==> config.mk <==
export PLATFORM = sky130hd
export DESIGN_NAME = cache_coherence_agent
export DESIGN_NICKNAME = d
export VERILOG_FILES = /design/src/rtl/cache_coherence_agent.sv
export SDC_FILE = /design/constraint.sdc
export NUM_CORES = 1
export LEC_CHECK = 0
export ABC_AREA = 0
export CORE_MARGIN = 2
export CORE_UTILIZATION = 55
export CTS_CLUSTER_DIAMETER = 60
export CTS_CLUSTER_SIZE = 10
export DETAILED_ROUTE_END_ITERATION = 8
export HOLD_SLACK_MARGIN = 0.15
export PLACE_DENSITY = 0.76
export SYNTH_ARGS = -nofsm -noshare
export SYNTH_HDL_FRONTEND = slang
export SYNTH_SLANG_ARGS = --single-unit
export TNS_END_PERCENT = 100
==> constraint.sdc <==
create_clock -name clk -period 5.9 [get_ports clk]
set_input_delay 1.18 -clock clk [delete_from_list [all_inputs] [get_ports clk]]
set_output_delay 1.18 -clock clk [all_outputs]
set_load 0.02 [all_outputs]
==> src/rtl/cache_coherence_agent.sv <==
// MSI snooping-bus agent: local access FSM plus per-line tag/state array with
// a snoop port that is serviced every cycle regardless of FSM state.
module cache_coherence_agent #(
  parameter int LINES  = 8,
  parameter int ADDR_W = 11
) (
  input  logic              clk,
  input  logic              rst_n,
  input  logic              req_valid,
  input  logic              req_we,
  input  logic [ADDR_W-1:0] req_addr,
  output logic              req_done,
  output logic              read_miss,
  output logic              write_miss,
  output logic              invalidate,
  output logic [ADDR_W-1:0] BICO,
  input  logic              grant,
  input  logic              cpu_search,
  input  logic              cpu_datasel,
  input  logic [ADDR_W-1:0] BOCI,
  output logic              cpu_search_found,
  output logic [1:0]        block_state,
  input  logic              invalidate_from_other_cpu,
  output logic              cpu_invalidate_dmem
);

  localparam int IDX = $clog2(LINES);
  localparam int TAG = ADDR_W - IDX;

  typedef enum logic [1:0] {L_I = 2'b00, L_S = 2'b01, L_M = 2'b10} line_st_e;
  typedef enum logic [2:0] {S_IDLE, S_LOOKUP, S_WB, S_REQ, S_DONE} fsm_e;
  typedef enum logic [1:0] {K_RD, K_WR, K_UP} kind_e;

  line_st_e        r_state [LINES];
  logic [TAG-1:0]  r_tag   [LINES];

  fsm_e            r_fsm, w_fsm_nxt;
  kind_e           r_kind, w_kind_nxt;
  logic [ADDR_W-1:0] r_addr;
  logic            r_we;
  logic            r_found;
  line_st_e        r_bstate;

  logic [IDX-1:0]  w_req_idx, w_snp_idx;
  logic [TAG-1:0]  w_req_tag, w_snp_tag;
  logic            w_req_match, w_lk_hit, w_victim_m;
  logic            w_snp_match, w_snp_hit, w_snp_inv, w_snp_dn;
  logic            w_grant_upd, w_wb_evict;

  assign w_req_idx   = r_addr[IDX-1:0];
  assign w_req_tag   = r_addr[ADDR_W-1:IDX];
  assign w_req_match = (r_tag[w_req_idx] == w_req_tag);
  assign w_lk_hit    = w_req_match &&
                       (r_state[w_req_idx] == L_S || r_state[w_req_idx] == L_M);
  assign w_victim_m  = !w_req_match && (r_state[w_req_idx] == L_M);

  assign w_snp_idx   = BOCI[IDX-1:0];
  assign w_snp_tag   = BOCI[ADDR_W-1:IDX];
  assign w_snp_match = (r_tag[w_snp_idx] == w_snp_tag);
  assign w_snp_hit   = w_snp_match &&
                       (r_state[w_snp_idx] == L_S || r_state[w_snp_idx] == L_M);
  assign w_snp_inv   = invalidate_from_other_cpu && w_snp_match;
  assign w_snp_dn    = cpu_search && cpu_datasel && w_snp_match &&
                       (r_state[w_snp_idx] == L_M);

  assign w_grant_upd = (r_fsm == S_REQ) && grant;
  assign w_wb_evict  = (r_fsm == S_WB);

  always_ff @(posedge clk or negedge rst_n) begin
    if (!rst_n) begin
      r_fsm  <= S_IDLE;
      r_kind <= K_RD;
      r_addr <= '0;
      r_we   <= 1'b0;
    end else begin
      r_fsm  <= w_fsm_nxt;
      r_kind <= w_kind_nxt;
      if (r_fsm == S_IDLE && req_valid) begin
        r_addr <= req_addr;
        r_we   <= req_we;
      end
    end
  end

  always_comb begin
    w_fsm_nxt           = r_fsm;
    w_kind_nxt          = r_kind;
    req_done            = 1'b0;
    read_miss           = 1'b0;
    write_miss          = 1'b0;
    invalidate          = 1'b0;
    BICO                = '0;
    cpu_invalidate_dmem = 1'b0;
    case (r_fsm)
      S_IDLE: begin
        if (req_valid) w_fsm_nxt = S_LOOKUP;
      end
      S_LOOKUP: begin
        if (w_lk_hit && (!r_we || r_state[w_req_idx] == L_M)) begin
          w_fsm_nxt = S_DONE;
        end else begin
          if (w_lk_hit)  w_kind_nxt = K_UP;
          else if (r_we) w_kind_nxt = K_WR;
          else           w_kind_nxt = K_RD;
          w_fsm_nxt = w_victim_m ? S_WB : S_REQ;
        end
      end
      S_WB: begin
        cpu_invalidate_dmem = 1'b1;
        BICO                = {r_tag[w_req_idx], w_req_idx};
        w_fsm_nxt           = S_REQ;
      end
      S_REQ: begin
        BICO       = r_addr;
        read_miss  = (r_kind == K_RD);
        write_miss = (r_kind == K_WR);
        invalidate = (r_kind == K_UP);
        if (grant) begin
          w_fsm_nxt = S_DONE;
        end else if (r_kind == K_UP && invalidate_from_other_cpu && BOCI == r_addr) begin
          // our shared copy was killed before the upgrade won: must refetch
          w_kind_nxt = K_WR;
        end
      end
      S_DONE: begin
        req_done  = 1'b1;
        w_fsm_nxt = S_IDLE;
      end
      default: w_fsm_nxt = S_IDLE;
    endcase
  end

  // later assignments win: grant > snoop invalidate > datasel downgrade > eviction
  always_ff @(posedge clk or negedge rst_n) begin
    if (!rst_n) begin
      r_state <= '{default: L_I};
      r_tag   <= '{default: '0};
    end else begin
      if (w_wb_evict) r_state[w_req_idx] <= L_I;
      if (w_snp_dn)   r_state[w_snp_idx] <= L_S;
      if (w_snp_inv)  r_state[w_snp_idx] <= L_I;
      if (w_grant_upd) begin
        r_state[w_req_idx] <= (r_kind == K_RD) ? L_S : L_M;
        r_tag[w_req_idx]   <= w_req_tag;
      end
    end
  end

  always_ff @(posedge clk or negedge rst_n) begin
    if (!rst_n) begin
      r_found  <= 1'b0;
      r_bstate <= L_I;
    end else begin
      r_found  <= cpu_search && w_snp_hit;
      r_bstate <= (cpu_search && w_snp_hit) ? r_state[w_snp_idx] : L_I;
    end
  end

  assign cpu_search_found = r_found;
  assign block_state      = (r_fsm == S_REQ) ? (w_lk_hit ? r_state[w_req_idx] : L_I)
                                             : r_bstate;

endmodule

==> results.txt, run 1 <==
In this run the deepest clock path goes through 2 buffers. The cell count after synthesis is 543. The starting density of the core came out at 56.2%. The clock latency on the worst-skew pair is 0.39 ns.

The tree is rooted in a clkbuf_8. In the synthesized netlist the dominant register cell turns out to be dfrtp_1. Summing all multi-input logic gate instances after layout gives 3330 um2. Leaving out fill and tap cells, the most frequent cell in the layout is dfrtp_1.

The maximum number of pins on one net before global-route repair came out at 53. Averaged over all synthesized cells, the footprint is 11.2 um2. Gates resized during post-CTS repair numbered 0. The number of antenna violations at the first check in global routing was 0. For this run the aggregate overflow at the end of global routing stands at 0. Sequential cells account for 36.9% of the total power.

The clock network fraction of design power is 15.0%. The slack of the worst reg-to-reg path is 2.51 ns. For this design, the sink count on the clock tree is 100.

The critical path is of the reg -> out type. The total DRC errors in the routed layout came out at 0. Of the total power, the share spent switching nets is 41.9%. The run finished with clean final reports. The sequential cells in the finished layout cover a total of 2500 um2. The power per unit of standard cell area came out at 540 nW/um2. The highest ir drop seen on vdd is 314 uV. The synthesized netlist occupies a cell area of 6090 um2. The number of diodes is 0. Post-CTS timing repair inserted 0 buffers for setup. The final worst-path cycle share came out at 87.9%.

The slew at the pin closest to its max-slew limit came out at 1.21 ns. The logic gate share of total power came out at 48.1%. STA classifies the critical path endpoint as a primary output. The endpoint of the worst-slack reg-to-reg timing path is r_kind[0]. Summed over all nets, the half-perimeter wirelength after detailed placement is 11,400 um. The max-slew violation count came out at 0. The number of max-cap violations is 0. Timing would allow up to 193 MHz.

The required time of the worst setup path came out at 4.72 ns. The post-detailed-route via-to-cell ratio came out at 6.66. The number of warnings printed during yosys synthesis is 0. The fraction of synthesis flops using an asynchronous set or reset pin is 100%.

The number of register bits inferred by synthesis is 100. The number of enable-type register cells in the synthesized netlist is 0. Relative to the synthesized area, the layout overhead comes to 12.3%. The cell depth of the worst min-delay path came out at 1.

The share of synthesized area occupied by flip-flops and latches came out at 41.1%. The final wirelength is 16,900 um. The worst register-to-register path begins at r_addr[0]. The number of DRC markers after the initial detailed-route iteration is 466.

The first detailed-routing pass ran for 5 iterations. Setup repair after global routing left no endpoint under its margin. The clock-pin slew of the registers on the worst-case setup and hold paths is 0.11 ns.

In this run the worst hold path is classified as reg -> reg. The tightest slew margin relative to the limit came out at 18.8%. The number of clock buffers added by TritonCTS is 9. The internal portion of the total power is 2.15 mW. The first-pass GRT wire length is 26,700 um. The number of nets handed over by synthesis was 575. Pin placement for this block handled 49 I/O pins. TritonCTS built the clock tree. The largest fanout on the critical path came out at 21. The overall power consumption is 3.70 mW.

The number of global-route vias before repair came out at 4,800. For hold timing, the worst endpoint is r_tag[3]. The final count of negative-setup-slack endpoints came out at 0.

The count of filler cells inserted in the layout came out at 885. The final sum of negative setup slack is 0 ns. The count of nets left with antenna violations once routing finished came out at 0. Counting cells, the worst reg-to-reg path comes to 10. The total count of hold-check failures in the final report was 0.

The total number of placement rows came out at 38. The analysis attributes to net switching a power of 1.55 mW. The count of hold buffers inserted by post-cts repair is 0. The worst clock skew is 0.0165 ns. The critical path arrival is 4.01 ns. The worst hold path begins at r_tag[3]. The die outline height came out at 109 um. In the global route stage, overall resource usage came out at 30.4%. The share of post-route cells with drive strength above 1 is 23.8%. The total core area came out at 10,800 um2. The count of H-tree levels built during CTS is 3.

The shortest period the worst path allows is 5.19 ns. The standby leakage power came out at 2.85 nW. The number of distinct standard cells referenced by the synthesized netlist is 55. The count of input and output buffers is 48. The die outline area came out at 11,900 um2. Routability-driven placement finished with a final weighted congestion of 0.907. The library cells used most frequently in the layout, excluding fill and tap cells, are dfrtp_1, mux2_2, clkdlybuf4s50_1, nand2_1, mux2i_1. The worst setup path is launched from a register. The die width came out at 109 um.

The via total after detailed routing came out at 4,736. The wire length per cell is 23.8 um. The net count reported at finish is 598.
sequential cells by signal, summed over array words and instances (netlist names):
register	flops
r_we	1
r_state	16
r_fsm	3
r_tag	64
r_addr	11
cpu_search_found	1
r_kind	2
r_bstate	2
worst max-delay path, stage by stage (launching register included):
cell and delay [ns]:
dfrtp_2 0.78, buf_4 0.43, nor2_1 0.07, nand2_1 0.08, nand2_1 0.05, a221o_1 0.31, ha_1 0.36, a2111oi_2 0.34
nand4_1 0.25, o31ai_1 0.27, clkdlybuf4s50_1 0.64
area by class of cell:
cell class / count / area share [%]
inverter: 6 / 0.329
sequential: 100 / 36.6
clock buffer: 10 / 2.01
multi-input combinational: 391 / 48.7
clock inverter: 6 / 1.74
tap: 140 / 2.56
timing repair buffer: 58 / 8.01
worst max-delay path by stage:
stage                         start             end  cells after the start
final                     r_addr[0]  block_state[0]                     10
after global routing      r_addr[0]  block_state[0]                     10
after CTS                 r_addr[0]  block_state[0]                     10
after detailed placement    BOCI[0]      r_state[7]                     11
after global placement      BOCI[0]     r_state[14]                      8
after floorplan           r_addr[2]  block_state[0]                     11
metrics by stage:
stage / worst slack (ns) / instances / cell area, um2 / hold WS, ns / utilization, %
CTS: 0.706 / 711 / 6840 / 0.540 / 63.1
finish: 0.711 / 711 / 6840 / 0.536 / 63.1
detailed placement: 1.07 / 695 / 6580 / 0.517 / 60.7
floorplan: 1.67 / 543 / 6090 / 0.487 / -
global route: 0.430 / 711 / 6840 / 0.564 / 63.1
global placement: 1.18 / 695 / 6580 / 0.508 / 60.7
cell families after synthesis:
| kind of cell | after synthesis | share of synthesized area, % |
|---|---|---|
| multiplexers | 139 | 28.8 |
| XOR/XNOR | 21 | 3.02 |
| AO/OA/AOI/OAI | 89 | 10.7 |
| AND/OR/NAND/NOR | 140 | 11.6 |
| flip-flops | 100 | 41.1 |
| adder cells (fa/ha/maj) | 2 | 0.411 |
| buffers and inverters | 52 | 4.31 |
metal layers:
metal | GRT usage, % | vias up | share of wire (%)
met4 | 13.7 | 0 | 3.2
met5 | 0 | - | 0
li1 | - | 2060 | -
met3 | 7.17 | 48 | 9.8
met2 | 47.9 | 283 | 46
met1 | 40.2 | 2345 | 41
cells in the mapped netlist (2+ instances only):
master | count | area share, %
a21boi_0 | 3 | 0.37
a21o_1 | 2 | 0.25
a21oi_1 | 6 | 0.49
a221oi_1 | 3 | 0.43
a22o_1 | 3 | 0.43
a22oi_1 | 12 | 1.5
a31o_1 | 4 | 0.58
a31oi_1 | 3 | 0.31
a32o_1 | 6 | 0.99
a32oi_1 | 3 | 0.43
and2_1 | 8 | 0.82
and3_1 | 12 | 1.2
and3b_1 | 2 | 0.29
buf_1 | 6 | 0.37
buf_2 | 5 | 0.41
buf_4 | 4 | 0.49
buf_6 | 4 | 0.74
clkbuf_1 | 26 | 1.6
dfrtp_1 | 100 | 41
ha_1 | 2 | 0.41
inv_1 | 6 | 0.37
mux2_2 | 77 | 14
mux2i_1 | 41 | 6.7
mux4_2 | 19 | 7.0
nand2_1 | 43 | 2.7
nand2b_1 | 5 | 0.51
nand3_1 | 12 | 0.99
nand3b_1 | 3 | 0.37
nand4_1 | 4 | 0.41
nor2_1 | 23 | 1.4
nor2b_1 | 6 | 0.62
nor3_1 | 9 | 0.74
nor3b_2 | 2 | 0.41
nor4_1 | 4 | 0.41
o21ai_0 | 18 | 1.5
o22ai_1 | 6 | 0.62
o31ai_1 | 10 | 1.2
or2_2 | 3 | 0.31
or3_1 | 2 | 0.21
xnor2_1 | 21 | 3.0
power groups by stage:
| stage | Sequential [mW] | Combinational, mW | Clock (mW) |
|---|---|---|---|
| final | 1.36 | 1.78 | 0.554 |
| after global routing | 1.41 | 1.90 | 0.588 |
| after CTS | 1.35 | 1.75 | 0.566 |
| after detailed placement | 1.36 | 1.74 | 0 |
| after global placement | 1.34 | 1.71 | 0 |
| after floorplan | 1.15 | 1.41 | 0 |
(Power assumes the default switching activity.)
==> inputs of run 2 (changes only) <==
Settings changed: PLACE_DENSITY 0.76 to 0.85.
==> run 2 against run 1 <==
Against the previous run:
- cell count decreased by 0.14%
- sequential share of layout area increased by 0.34 points
- wire length decreased by 0.24%
- register-to-register slack improved by 0.02 ns
- first-iteration DRC count decreased by 4.5%
- fmax decreased by 0.64%
- critical path depth decreased by 1
- die area unchanged
- non-clock buffer count decreased by 1
- utilization decreased by 0.58 points
- setup slack got worse by 0.033 ns
- flip-flop and latch count unchanged
- highest routed layer unchanged
==> results.txt, run 2 (synthesis gave the netlist of run 1 again) <==
The run finished with clean final reports. The shortest period the worst path allows is 5.22 ns. The number of diodes came out at 0. The critical path arrival came out at 4.04 ns. The number of iterations in the first detailed-routing pass is 5. The count of input and output buffers is 48. The power per unit of standard cell area came out at 531 nW/um2. The die outline area is 11,900 um2. The overall power consumption is 3.60 mW.

The highest ir drop seen on vdd is 230 uV. TritonCTS created 9 clock buffers. Setup repair after global routing left no endpoint under its margin. The final count of negative-setup-slack endpoints is 0. The net switching power came out at 1.54 mW. The clock tree from TritonCTS is done.

Leaving out fill and tap cells, the most frequent cell in the layout is dfrtp_1. Relative to the synthesized area, the layout overhead comes to 11.3%. The tree built by TritonCTS fans out to 100 sinks. The via total after detailed routing is 4,773. The clock network fraction of design power is 12.8%. The worst setup path is launched from a register.

In this run the worst setup path begins at r_addr[1]. In this run the number of H-tree levels came out at 3. The total DRC errors in the routed layout is 0. In the layout the commonest cells are dfrtp_1, mux2_2, clkdlybuf4s50_1, nand2_1, mux2i_1. The number of flip-flops under the largest register name came out at 64. The buffer count from post-CTS setup fixing is 0. In this run the worst path has a maximum fanout of 20. For this design the static power due to leakage is 2.82 nW.

The aggregate global routing overflow is 0. The maximum number of pins on one net before global-route repair is 62. By startpoint and endpoint, the worst setup path is classified as reg -> out. For this run, the top clock speed supported by timing is 191 MHz. The required time of the worst setup path came out at 4.72 ns. The first-pass GRT wire length came out at 26,800 um.

The net count reported at finish is 597. The startpoint identified for the worst register-to-register timing path is r_addr[1]. The slew at the pin closest to its max-slew limit came out at 1.37 ns. The start point of the worst hold path is r_tag[62].

The total count of hold-check failures in the final report came to 0. From left edge to right edge, the die measures 109 um. The logic gate share of total power is 48.6%.

The last weighted congestion value of the routability-driven placer came out at 0.977. The all-layer global routing usage came out at 30.6%. In this run switching power makes up 42.6% of total power.

The number of max-cap violations came out at 0. The final worst slack is 0.678 ns. The final wirelength is 16,900 um. Of the cells placed in the final design, the portion with a size suffix greater than 1 is 23.3%. The number of antenna violations at the first check in global routing is 0.

The number of DRC markers after the initial detailed-route iteration came out at 445. The count of filler cells inserted in the layout came out at 855. The clock latency on the worst-skew pair came out at 0.40 ns. The detailed-routed wire length on met2 is 8020 um. The total core area is 10,800 um2. The count of antenna-violating nets left after detailed routing came out at 0. The half-perimeter wire length after detailed placement came out at 11,800 um. Pin placement for this block handled 49 I/O pins. The longest clock path from root to sink contains 2 buffers. The clock-pin slew of the registers on the worst-case setup and hold paths is 0.09 ns. The final worst-path cycle share came out at 88.5%. The wire length per cell came out at 23.8 um. The final hold slack came out at 0.546 ns.

The largest registers in the layout are r_tag (64), r_state (16), r_addr (11). Including well taps, the total number of placed cells is 694. The worst pin sits at a relative slew slack of 8.41%. After the flow finishes, the layout carries non-filler instances totaling 710. The number of instances resized during post-cts repair is 0.

The count of hold buffers inserted by post-cts repair came out at 0. The largest register by flop count is r_tag. In this run the core area contains 38 standard-cell rows. On the final layout, the worst clock skew is 0.0123 ns.

The max-slew violation count is 0. The final sum of negative setup slack is 0 ns. In this run the clock root is driven by a clkbuf_8.

In this run the top signal layer used is met4. The register share of total power came out at 38.6%. The starting density of the core came out at 56.2%. The min-delay analysis places its worst path in the category reg -> reg. The post-detailed-route via-to-cell ratio came out at 6.72.

The met3 wirelength from detailed routing is 1500 um. The floorplan step set the die height to 109 um. The number of global-route vias before repair is 4,831. The worst setup path is captured at a primary output.

The internal power is 2.07 mW. The routed metal-1 wire length is 6740 um. Before CTS, the worst setup slack after placement is 1.13 ns.
-- run 2: worst max-delay path, cell delays in order, from the launching register on --
cell and delay [ns]:
dfrtp_1 0.85, nor2b_1 0.59, nand2_1 0.10, o21ai_0 0.10, a221o_1 0.23, ha_1 0.29, a2111oi_2 0.34, nand4_1 0.22
o31ai_1 0.27, clkdlybuf4s50_1 0.65
-- run 2: area by class of cell --
| type | instances | area (um2) | share of cell area (%) |
|---|---|---|---|
| inverter | 6 | 22.5 | 0.332 |
| timing repair buffer | 57 | 541 | 7.98 |
| clock inverter | 4 | 48.8 | 0.720 |
| multi-input combinational | 391 | 3330 | 49.2 |
| tap | 140 | 175 | 2.58 |
| sequential | 100 | 2500 | 36.9 |
| clock buffer | 12 | 155 | 2.29 |
-- run 2: worst paths after layout --
check | to | slack [ns] | depth (start not counted)
setup / recovery | block_state[0] | 0.68 | 9
hold / removal | r_tag[62] | 0.55 | 1
setup reg to reg | r_kind[0] | 2.53 | 9
hold reg to reg | r_tag[62] | 0.55 | 1
max in group asynchronous | r_tag[36] | 4.05 | 2
min in group asynchronous | r_state[4] | 0.84 | 1
-- run 2: layer usage --
| metal | vias up | GRT usage, % |
|---|---|---|
| met5 | - | 0 |
| li1 | 2064 | - |
| met3 | 50 | 7.41 |
| met1 | 2375 | 41.2 |
| met2 | 284 | 46.9 |
| met4 | 0 | 14.4 |
-- run 2: per-stage QoR --
step	cell area (um2)	util, %
floorplan	6090	-
global placement	6570	60.6
detailed placement	6570	60.6
CTS	6780	62.5
global route	6780	62.5
finish	6780	62.5
-- run 2: power by group through the flow --
stage / logic (mW) / clock network (mW) / registers [mW]
after global routing: 1.87 / 0.497 / 1.44
after floorplan: 1.41 / 0 / 1.15
final: 1.75 / 0.461 / 1.39
after CTS: 1.73 / 0.466 / 1.37
after global placement: 1.66 / 0 / 1.36
after detailed placement: 1.71 / 0 / 1.38
